===== src/rtl/l2_port_arbiter.sv =====
// l2_port_arbiter: shares the L1->L2 line-transfer port between the I and D
// caches. Round-robin grant, one outstanding L2 transaction, watchdog abort.
module l2_port_arbiter #(
  parameter int ADDR_W  = 32,
  parameter int LINE_W  = 256,
  parameter int TIMEOUT = 1023
) (
  input  logic              clk,
  input  logic              rst_n,
  // I-cache requester
  input  logic              l1i_req_valid,
  output logic              l1i_req_ready,
  input  logic              l1i_req_write,
  input  logic [ADDR_W-1:0] l1i_req_addr,
  input  logic [LINE_W-1:0] l1i_req_wdata,
  output logic              l1i_resp_valid,
  output logic [LINE_W-1:0] l1i_resp_rdata,
  output logic              l1i_resp_err,
  // D-cache requester
  input  logic              l1d_req_valid,
  output logic              l1d_req_ready,
  input  logic              l1d_req_write,
  input  logic [ADDR_W-1:0] l1d_req_addr,
  input  logic [LINE_W-1:0] l1d_req_wdata,
  output logic              l1d_resp_valid,
  output logic [LINE_W-1:0] l1d_resp_rdata,
  output logic              l1d_resp_err,
  // L2 side
  output logic              l2_req_valid,
  input  logic              l2_req_ready,
  output logic              l2_req_write,
  output logic [ADDR_W-1:0] l2_req_addr,
  output logic [LINE_W-1:0] l2_req_wdata,
  input  logic              l2_resp_valid,
  input  logic [LINE_W-1:0] l2_resp_rdata,
  output logic              busy
);

  typedef enum logic [1:0] {S_IDLE, S_ISSUE, S_WAIT, S_RESP} state_t;

  // Counter is wide enough to hold TIMEOUT; one extra bit on the increment
  // lets the compare be done without wrap-around.
  localparam int          CW   = (TIMEOUT < 2) ? 1 : $clog2(TIMEOUT + 1);
  localparam logic [CW:0] TO_W = (CW + 1)'(TIMEOUT);

  state_t              state_q, state_d;
  logic                prio_d_q, prio_d_d;   // 1: D wins a tie
  logic                own_d_q, own_d_d;     // 1: D owns the transaction
  logic                wr_q, wr_d;
  logic [ADDR_W-1:0]   addr_q, addr_d;
  logic [LINE_W-1:0]   wdata_q, wdata_d;
  logic [LINE_W-1:0]   rdata_q, rdata_d;
  logic                err_q, err_d;
  logic [CW-1:0]       cnt_q, cnt_d;

  logic                gnt_any, gnt_d;
  logic [CW:0]         cnt_inc;
  logic                wd_hit;
  logic                in_resp;

  assign gnt_any = l1i_req_valid | l1d_req_valid;
  assign gnt_d   = l1d_req_valid & (~l1i_req_valid | prio_d_q);
  assign cnt_inc = {1'b0, cnt_q} + {{CW{1'b0}}, 1'b1};
  assign wd_hit  = (TIMEOUT != 0) && (cnt_inc == TO_W);

  // State and captured-request registers
  always_ff @(posedge clk or negedge rst_n) begin
    if (!rst_n) begin
      state_q  <= S_IDLE;
      prio_d_q <= 1'b1;
      own_d_q  <= 1'b0;
      wr_q     <= 1'b0;
      addr_q   <= '0;
      wdata_q  <= '0;
      rdata_q  <= '0;
      err_q    <= 1'b0;
      cnt_q    <= '0;
    end else begin
      state_q  <= state_d;
      prio_d_q <= prio_d_d;
      own_d_q  <= own_d_d;
      wr_q     <= wr_d;
      addr_q   <= addr_d;
      wdata_q  <= wdata_d;
      rdata_q  <= rdata_d;
      err_q    <= err_d;
      cnt_q    <= cnt_d;
    end
  end

  // Next-state, grant and watchdog logic
  always_comb begin
    state_d       = state_q;
    prio_d_d      = prio_d_q;
    own_d_d       = own_d_q;
    wr_d          = wr_q;
    addr_d        = addr_q;
    wdata_d       = wdata_q;
    rdata_d       = rdata_q;
    err_d         = err_q;
    cnt_d         = cnt_q;
    l1i_req_ready = 1'b0;
    l1d_req_ready = 1'b0;
    case (state_q)
      S_IDLE: begin
        l1i_req_ready = l1i_req_valid & ~gnt_d;
        l1d_req_ready = gnt_d;
        if (gnt_any) begin
          own_d_d  = gnt_d;
          wr_d     = gnt_d ? l1d_req_write : l1i_req_write;
          addr_d   = gnt_d ? l1d_req_addr  : l1i_req_addr;
          wdata_d  = gnt_d ? l1d_req_wdata : l1i_req_wdata;
          prio_d_d = ~gnt_d;
          cnt_d    = '0;
          rdata_d  = '0;
          err_d    = 1'b0;
          state_d  = S_ISSUE;
        end
      end
      S_ISSUE: begin
        cnt_d = cnt_inc[CW-1:0];
        if (wd_hit) begin
          err_d   = 1'b1;
          rdata_d = '0;
          state_d = S_RESP;
        end else if (l2_req_ready) begin
          state_d = S_WAIT;
        end
      end
      S_WAIT: begin
        cnt_d = cnt_inc[CW-1:0];
        // A completion in the timeout cycle still counts as success.
        if (l2_resp_valid) begin
          rdata_d = wr_q ? '0 : l2_resp_rdata;
          err_d   = 1'b0;
          state_d = S_RESP;
        end else if (wd_hit) begin
          err_d   = 1'b1;
          rdata_d = '0;
          state_d = S_RESP;
        end
      end
      S_RESP: state_d = S_IDLE;
      default: state_d = S_IDLE;
    endcase
  end

  // Response routing: only the owner sees a pulse; data/err zero otherwise
  always_comb begin
    in_resp        = (state_q == S_RESP);
    l1i_resp_valid = in_resp & ~own_d_q;
    l1d_resp_valid = in_resp &  own_d_q;
    l1i_resp_rdata = l1i_resp_valid ? rdata_q : '0;
    l1d_resp_rdata = l1d_resp_valid ? rdata_q : '0;
    l1i_resp_err   = l1i_resp_valid & err_q;
    l1d_resp_err   = l1d_resp_valid & err_q;
  end

  assign l2_req_valid = (state_q == S_ISSUE);
  assign l2_req_write = wr_q;
  assign l2_req_addr  = addr_q;
  assign l2_req_wdata = wdata_q;
  assign busy         = (state_q != S_IDLE);

endmodule


===== config.mk =====
export PLATFORM = sky130hd
export DESIGN_NAME = l2_port_arbiter
export DESIGN_NICKNAME = d
export VERILOG_FILES = /design/src/rtl/l2_port_arbiter.sv
export SDC_FILE = /design/constraint.sdc
export NUM_CORES = 2
export LEC_CHECK = 0
export BUFFER_PORTS_ARGS = -buffer_cell sky130_fd_sc_hd__buf_2
export CAP_MARGIN = 0
export CELL_PAD_IN_SITES_DETAIL_PLACEMENT = 2
export CELL_PAD_IN_SITES_GLOBAL_PLACEMENT = 2
export CORE_AREA = 3 3 636 638
export DETAILED_ROUTE_END_ITERATION = 12
export DIE_AREA = 0 0 639 641
export PLACE_DENSITY_LB_ADDON = 0.1
export SLEW_MARGIN = 10
export SYNTH_ARGS = -nofsm -noshare
export SYNTH_HDL_FRONTEND = slang
export SYNTH_SLANG_ARGS = --single-unit

===== constraint.sdc =====
create_clock -name clk -period 6.4 [get_ports clk]
set_clock_uncertainty 0.15 [all_clocks]
set_input_delay 0.96 -clock clk [delete_from_list [all_inputs] [get_ports clk]]
set_output_delay 0.96 -clock clk [all_outputs]
set_load 0.01 [all_outputs]

Word level (Yosys, flattened, before mapping)
Index checks and enable logic that the tools add are counted.
{"block": "totals", "register_bits": 560, "input_bits": 840, "out_inout_bits": 809, "word_cells": 61}
{"block": "classes", "add_sub_neg": 1, "eq_ne": 7, "n_mux": 24, "bitwise_logic": 11, "reduce_logical": 9}
{"operator": "$mux 256", "n": 7}
{"operator": "$pmux 256 s3", "n": 1}
{"operator": "$mux 32", "n": 1}
{"operator": "$pmux 10 s2", "n": 1}
{"operator": "$add 10x1->11 const B", "n": 1}
{"operator": "$eq 11x10->1 const B", "n": 1}
{"operator": "$mux 10", "n": 1}
{"operator": "$mux 2", "n": 5}
{"operator": "$pmux 2 s4", "n": 1}
{"operator": "$and 1x1->1", "n": 6}
{"operator": "$mux 1", "n": 6}
{"operator": "$reduce_and 2->1", "n": 3}
{"operator": "$eq 2x2->1 const B", "n": 2}
{"operator": "$reduce_bool 2->1", "n": 2}
{"operator": "$ne 3x1->1 const B", "n": 1}
{"operator": "$ne 3x3->1 const B", "n": 1}
{"operator": "$not 1->1", "n": 3}
{"operator": "$pmux 1 s3", "n": 1}
{"operator": "$reduce_and 3->1", "n": 1}
{"operator": "$reduce_bool 3->1", "n": 1}
{"operator": "$eq 2x1->1 const B", "n": 1}
{"operator": "$logic_not 2->1", "n": 1}
{"operator": "$ne 2x2->1 const B", "n": 1}
{"operator": "$or 1x1->1", "n": 2}
{"operator": "$reduce_or 2->1", "n": 1}

Logic depth before layout (Yosys ltp)
{"block": "depth", "depth_word": 6, "ltp_mapped": 9, "ltp_nobuf": 7}

Worst setup path after synthesis
No wires, ideal clock.
{"block": "synth_timing", "path_type": "reg2out", "start": "register state_q[1]", "end": "output l1i_resp_rdata[100]", "arrival_time_ns": 1.749, "slack_ns": 3.541, "stages_incl_launch_ff": 8, "path_cell_list": "dfrtp_1 ha_1 clkbuf_1 nor2b_1 clkbuf_1 clkbuf_1 clkbuf_1 and2_1"}
{"block": "synth_between", "elab_chain_cells": 3}
{"item": "from (decl)", "line": "46", "text": "state_t state_q, state_d;"}
{"item": "from (signal assigned)", "line": "79", "text": "state_q <= state_d;"}
{"item": "$eq 2x2->1", "line": "150", "text": "in_resp = (state_q == S_RESP);"}
{"item": "$and 1x1->1", "line": "151", "text": "l1i_resp_valid = in_resp & ~own_d_q;"}
{"item": "$mux 256", "line": "153", "text": "l1i_resp_rdata = l1i_resp_valid ? rdata_q : '0;"}
{"item": "to (decl)", "line": "17", "text": "output logic [LINE_W-1:0] l1i_resp_rdata,"}
No other way between the ends.

Worst setup path in the final report
{"block": "layout_timing", "start": "register state_q[1]", "end": "output l1i_resp_rdata[183]"}
The elaborated chain is that of the path after synthesis.

==> results by group <==
Run status
  • Status: complete, no violations

GRT
  • Pin count of the biggest net entering global routing: 145
  • Global route total overflow: 0
  • Vias in the first global route: 34,656
  • Overall routing resource usage: 13.95%
  • First-pass GRT wire length: 380,500 um
  • Initial antenna violation count: 403

Clocking
  • Max Root-Sink Buffers: 4
  • CTS tree: done
  • Cts bufs inserted: 98
  • Clock-pin slew on the worst setup and hold paths: approximately 0.06 ns
  • PostCTS Resize Cnt: 0
  • CTS sink count: 560
  • Clock root buffer: clkbuf_16
  • Worst skew pair latency: 0.86 ns
  • H-Tree Depth: 3

Route
  • Avg WL per Cell: 29.73 um
  • Number of remaining DRC errors: 0
  • Routed via count: 33,287
  • WL final: 299,400 um
  • Vias per inst: approximately 3.3
  • Starting DRT DRC Count: between 2,000 and 3,000
  • DRT Pass-1 Iters: 10
  • Post-DRT Antenna Nets: 0

Die
  • Rows: about 230
  • Boundary Pins: 1,649
  • Starting Density: 7.353%
  • Die height: 641 um
  • Total die area: ~410,000 um^2
  • Die Wd: 639 um
  • Placeable Area: 399,100 um^2

Setup path
  • Arrival time at the worst endpoint: 3.39 ns
  • Maximum single-stage delay on the critical path: 0.60 ns
  • WP buf/inv: 3
  • Cell Chain, Critical Path: ha_4 -> nor2b_4 -> buf_12 -> buf_4 -> and2_1 -> buf_2
  • CP Data Required Time: around 5.3 ns
  • CP top delay family: buffers and inverters
  • R2r worst-path depth: 7
  • CP Launch Type: register
  • Reg2reg end: rdata_q[49]
  • CP startpoint: state_q[1]
  • Critical path class: register to output pin
  • Critical Path End Type: output pin
  • R2R setup slack: 2.71 ns
  • CP max stage cell: ha_4
  • FF-to-FF Start: state_q[0]
  • Crit Path Max Fanout: approximately 70

Worst hold path
  • Hold Crit Start: l1i_req_wdata[132]
  • Worst hold path type: input port to register
  • Worst hold endpoint: l2_req_wdata[132]
  • Hold Path Stages: 3

Timing
  • Final setup fails: 0
  • Slew Viols, Final: 0
  • Setup TNS after final layout: 0 ns
  • Final worst setup slack: 1.901 ns
  • Slew margin rel.: about a quarter
  • RSZ-0062 raised after global routing: no
  • Ratio of final minimum period to clock period: between 70% and 80%
  • Slew at the pin closest to its max-slew limit: 1.117 ns
  • Final hold violations: 0
  • Fin crit period: 4.499 ns
  • Achievable clock frequency: 222.3 MHz

Yosys
  • Synth top area cells: dfrtp_1 48%, and3_1 11%, a222oi_1 8.7%, inv_1 6.3%, and2_1 5.5%
  • Sequential fraction of the synthesis area: a little under half
  • Area leader, netlist: dfrtp_1
  • Post-synth top area share: about 48%
  • Post-Syn Area: ~29,000 um^2
  • Dominant synthesized flop cell: dfrtp_1
  • Post-Syn Instances: about 3,100
  • Post-Syn Area per Cell: around 9.3 um^2
  • Warnings, synthesis: 0
  • Post-synthesis async set-or-reset flop share: 100.0%
  • Yosys cell types: 47
  • EDFF count, synth: 0
  • Syn nets: 3,989
  • Register bit total from synthesis: 560

Place
  • Post-place setup slack: between 2 and 3 ns
  • GPL Wtd Cong: 0.8110
  • Placed cell area: 43,540 um^2
  • Post-DP HPWL: roughly 240,000 um
  • Port bufs: 1,648

Power and ir drop
  • Cell internal pwr: 10,700 uW
  • Peak VDD IR: 0.2486 mV
  • Net Sw Frac: 50.15%
  • Power density over the cells: 456.6 nW/um^2
  • Net Sw Power: 10,770 uW
  • Reg power frac: 31.6%
  • Leakage: 0.02445 uW
  • Combinational power share: 42.2%
  • Clock network fraction of total power: 26.1%

Layout
  • Layout cells sized above 1: 43.11%
  • # nets final: 5,486
  • Synthesis-to-finish area growth: 60.23%
  • Design Area, Final: 47,020 um^2
  • Filler instances: approximately 47,000

Run
  • Maxcap violations: 0
-- tightest hold or removal path: stages --
cell	delay, ns
buf_2	0.08
a222oi_1	0.05
inv_1	0.05
-- sequential cells by signal (all words and copies together) (netlist names) --
name and cells:
cnt_q 10, rdata_q 256, own_d_q 1, l2_req_wdata 256, state_q 2, l2_req_write 1, prio_d_q 1, l2_req_addr 32
err_q 1
-- synth_stat cells, drive strengths merged (2+ instances only) --
cell    count
a21o        2
a21oi     282
a222oi    255
and2      261
and3      515
buf        38
clkbuf    268
dfrtp     559
ha          7
inv       494
mux2i      36
nand2      68
nand2b      2
nand3       5
nand4       2
nor2        9
nor2b       4
nor3        2
o211ai      2
o21a        2
o21ai     286
o31ai      25
xnor2       3
-- power by group through the flow --
stage,Combinational (uW),Sequential [uW],Clock (uW)
finish,9060,6790,5610
global route,9970,7020,6080
floorplan,4260,5980,0
global placement,9540,6930,0
CTS,9640,6890,5980
detailed placement,9620,6930,0
-- layout by cell type (no fill, tap or decap), types with 2 or more instances in the layout --
| cell | Yosys | final |
|---|---|---|
| a21o_1 | 2 | 2 |
| a21oi_1 | 282 | 282 |
| a222oi_1 | 255 | 255 |
| and2_1 | 260 | 260 |
| and3_1 | 515 | 514 |
| buf_12 | 8 | 19 |
| buf_2 | 6 | 1647 |
| buf_4 | 1 | 35 |
| bufinv_16 | 0 | 5 |
| clkbuf_1 | 268 | 20 |
| clkbuf_16 | 0 | 98 |
| clkbuf_8 | 0 | 30 |
| clkinv_2 | 0 | 9 |
| clkinvlp_4 | 0 | 4 |
| dfrtp_1 | 559 | 558 |
| diode_2 | 0 | 97 |
| ha_1 | 7 | 5 |
| inv_1 | 494 | 494 |
| mux2i_1 | 36 | 36 |
| nand2_1 | 68 | 67 |
| nand2b_1 | 2 | 2 |
| nand3_1 | 5 | 5 |
| nand4_1 | 2 | 2 |
| nor2_1 | 9 | 7 |
| nor2_4 | 0 | 2 |
| nor2b_1 | 4 | 2 |
| nor2b_4 | 0 | 2 |
| o211ai_1 | 2 | 2 |
| o21a_1 | 2 | 2 |
| o21ai_0 | 125 | 123 |
| o21ai_2 | 160 | 160 |
| o21ai_4 | 0 | 2 |
| o31ai_1 | 25 | 25 |
| xnor2_1 | 3 | 3 |
-- kinds of logic (layout without fill, tap and decap cells) --
logic type | after synthesis | in the layout | synth area share, %
muxes | 36 | 36 | 1.228
DFF | 560 | 560 | 47.75
xor gates and xnor gates | 4 | 4 | 0.1194
adders and majority gates | 7 | 7 | 0.2984
AOI/OAI and AO/OA | 861 | 861 | 21.51
other | 0 | 97 | 0
buffers and inverters | 800 | 2367 | 11.08
and+or+nand+nor | 874 | 874 | 18.00
-- worst max path at each step --
stage / endpoint / depth (start not counted)
2_1_floorplan: l1i_resp_rdata[100] / 7
3_3_place_gp: l1i_resp_rdata[177] / 6
3_5_place_dp: l1i_resp_rdata[183] / 6
4_1_cts: l1i_resp_rdata[183] / 6
5_1_grt: l1i_resp_rdata[183] / 6
6_report: l1i_resp_rdata[183] / 6
-- timing repair --
action                                 CTS  global route
endpoints found under the hold margin    9             0
hold buffers                             1             0
buffers inserted                         0             0
setup endpoints to repair                0             0
-- metal layers --
metal / GRT usage [%] / routed length, um / part of all wire [%]
met5: 0 / 1424 / 0.48
met4: 2.508 / 7731 / 2.6
met3: 4.667 / 23000 / 7.7
met2: 26.60 / 158600 / 53
met1: 14.83 / 108600 / 36
-- layout make-up --
cell class	instances	area (um^2)	share of cell area, %
Tap cell	5265	6588	14.01
Multi-Input combinational cell	1782	12180	25.89
Clock buffer	148	2940	6.253
Antenna cell	97	242.7	0.5162
Sequential cell	560	14020	29.81
Inverter	494	1854	3.943
Clock inverter	22	292.8	0.6226
Timing Repair Buffer	1703	8911	18.95
-- per-stage QoR --
| step | util [%] | instances | hold WS [ns] | power (uW) |
|---|---|---|---|---|
| 5_1_grt | 11.75 | 10016 | 0.08436 | 23060 |
| 3_3_place_gp | 10.91 | 9803 | 0.3134 | 16470 |
| 6_report | 11.78 | 10071 | 0.1615 | 21470 |
| 3_5_place_dp | 10.91 | 9803 | 0.3193 | 16560 |
| 4_1_cts | 11.72 | 9974 | 0.04286 | 22510 |
| 2_1_floorplan | - | 3142 | 0.3350 | 10240 |
Power figures use the tool's default switching activity.
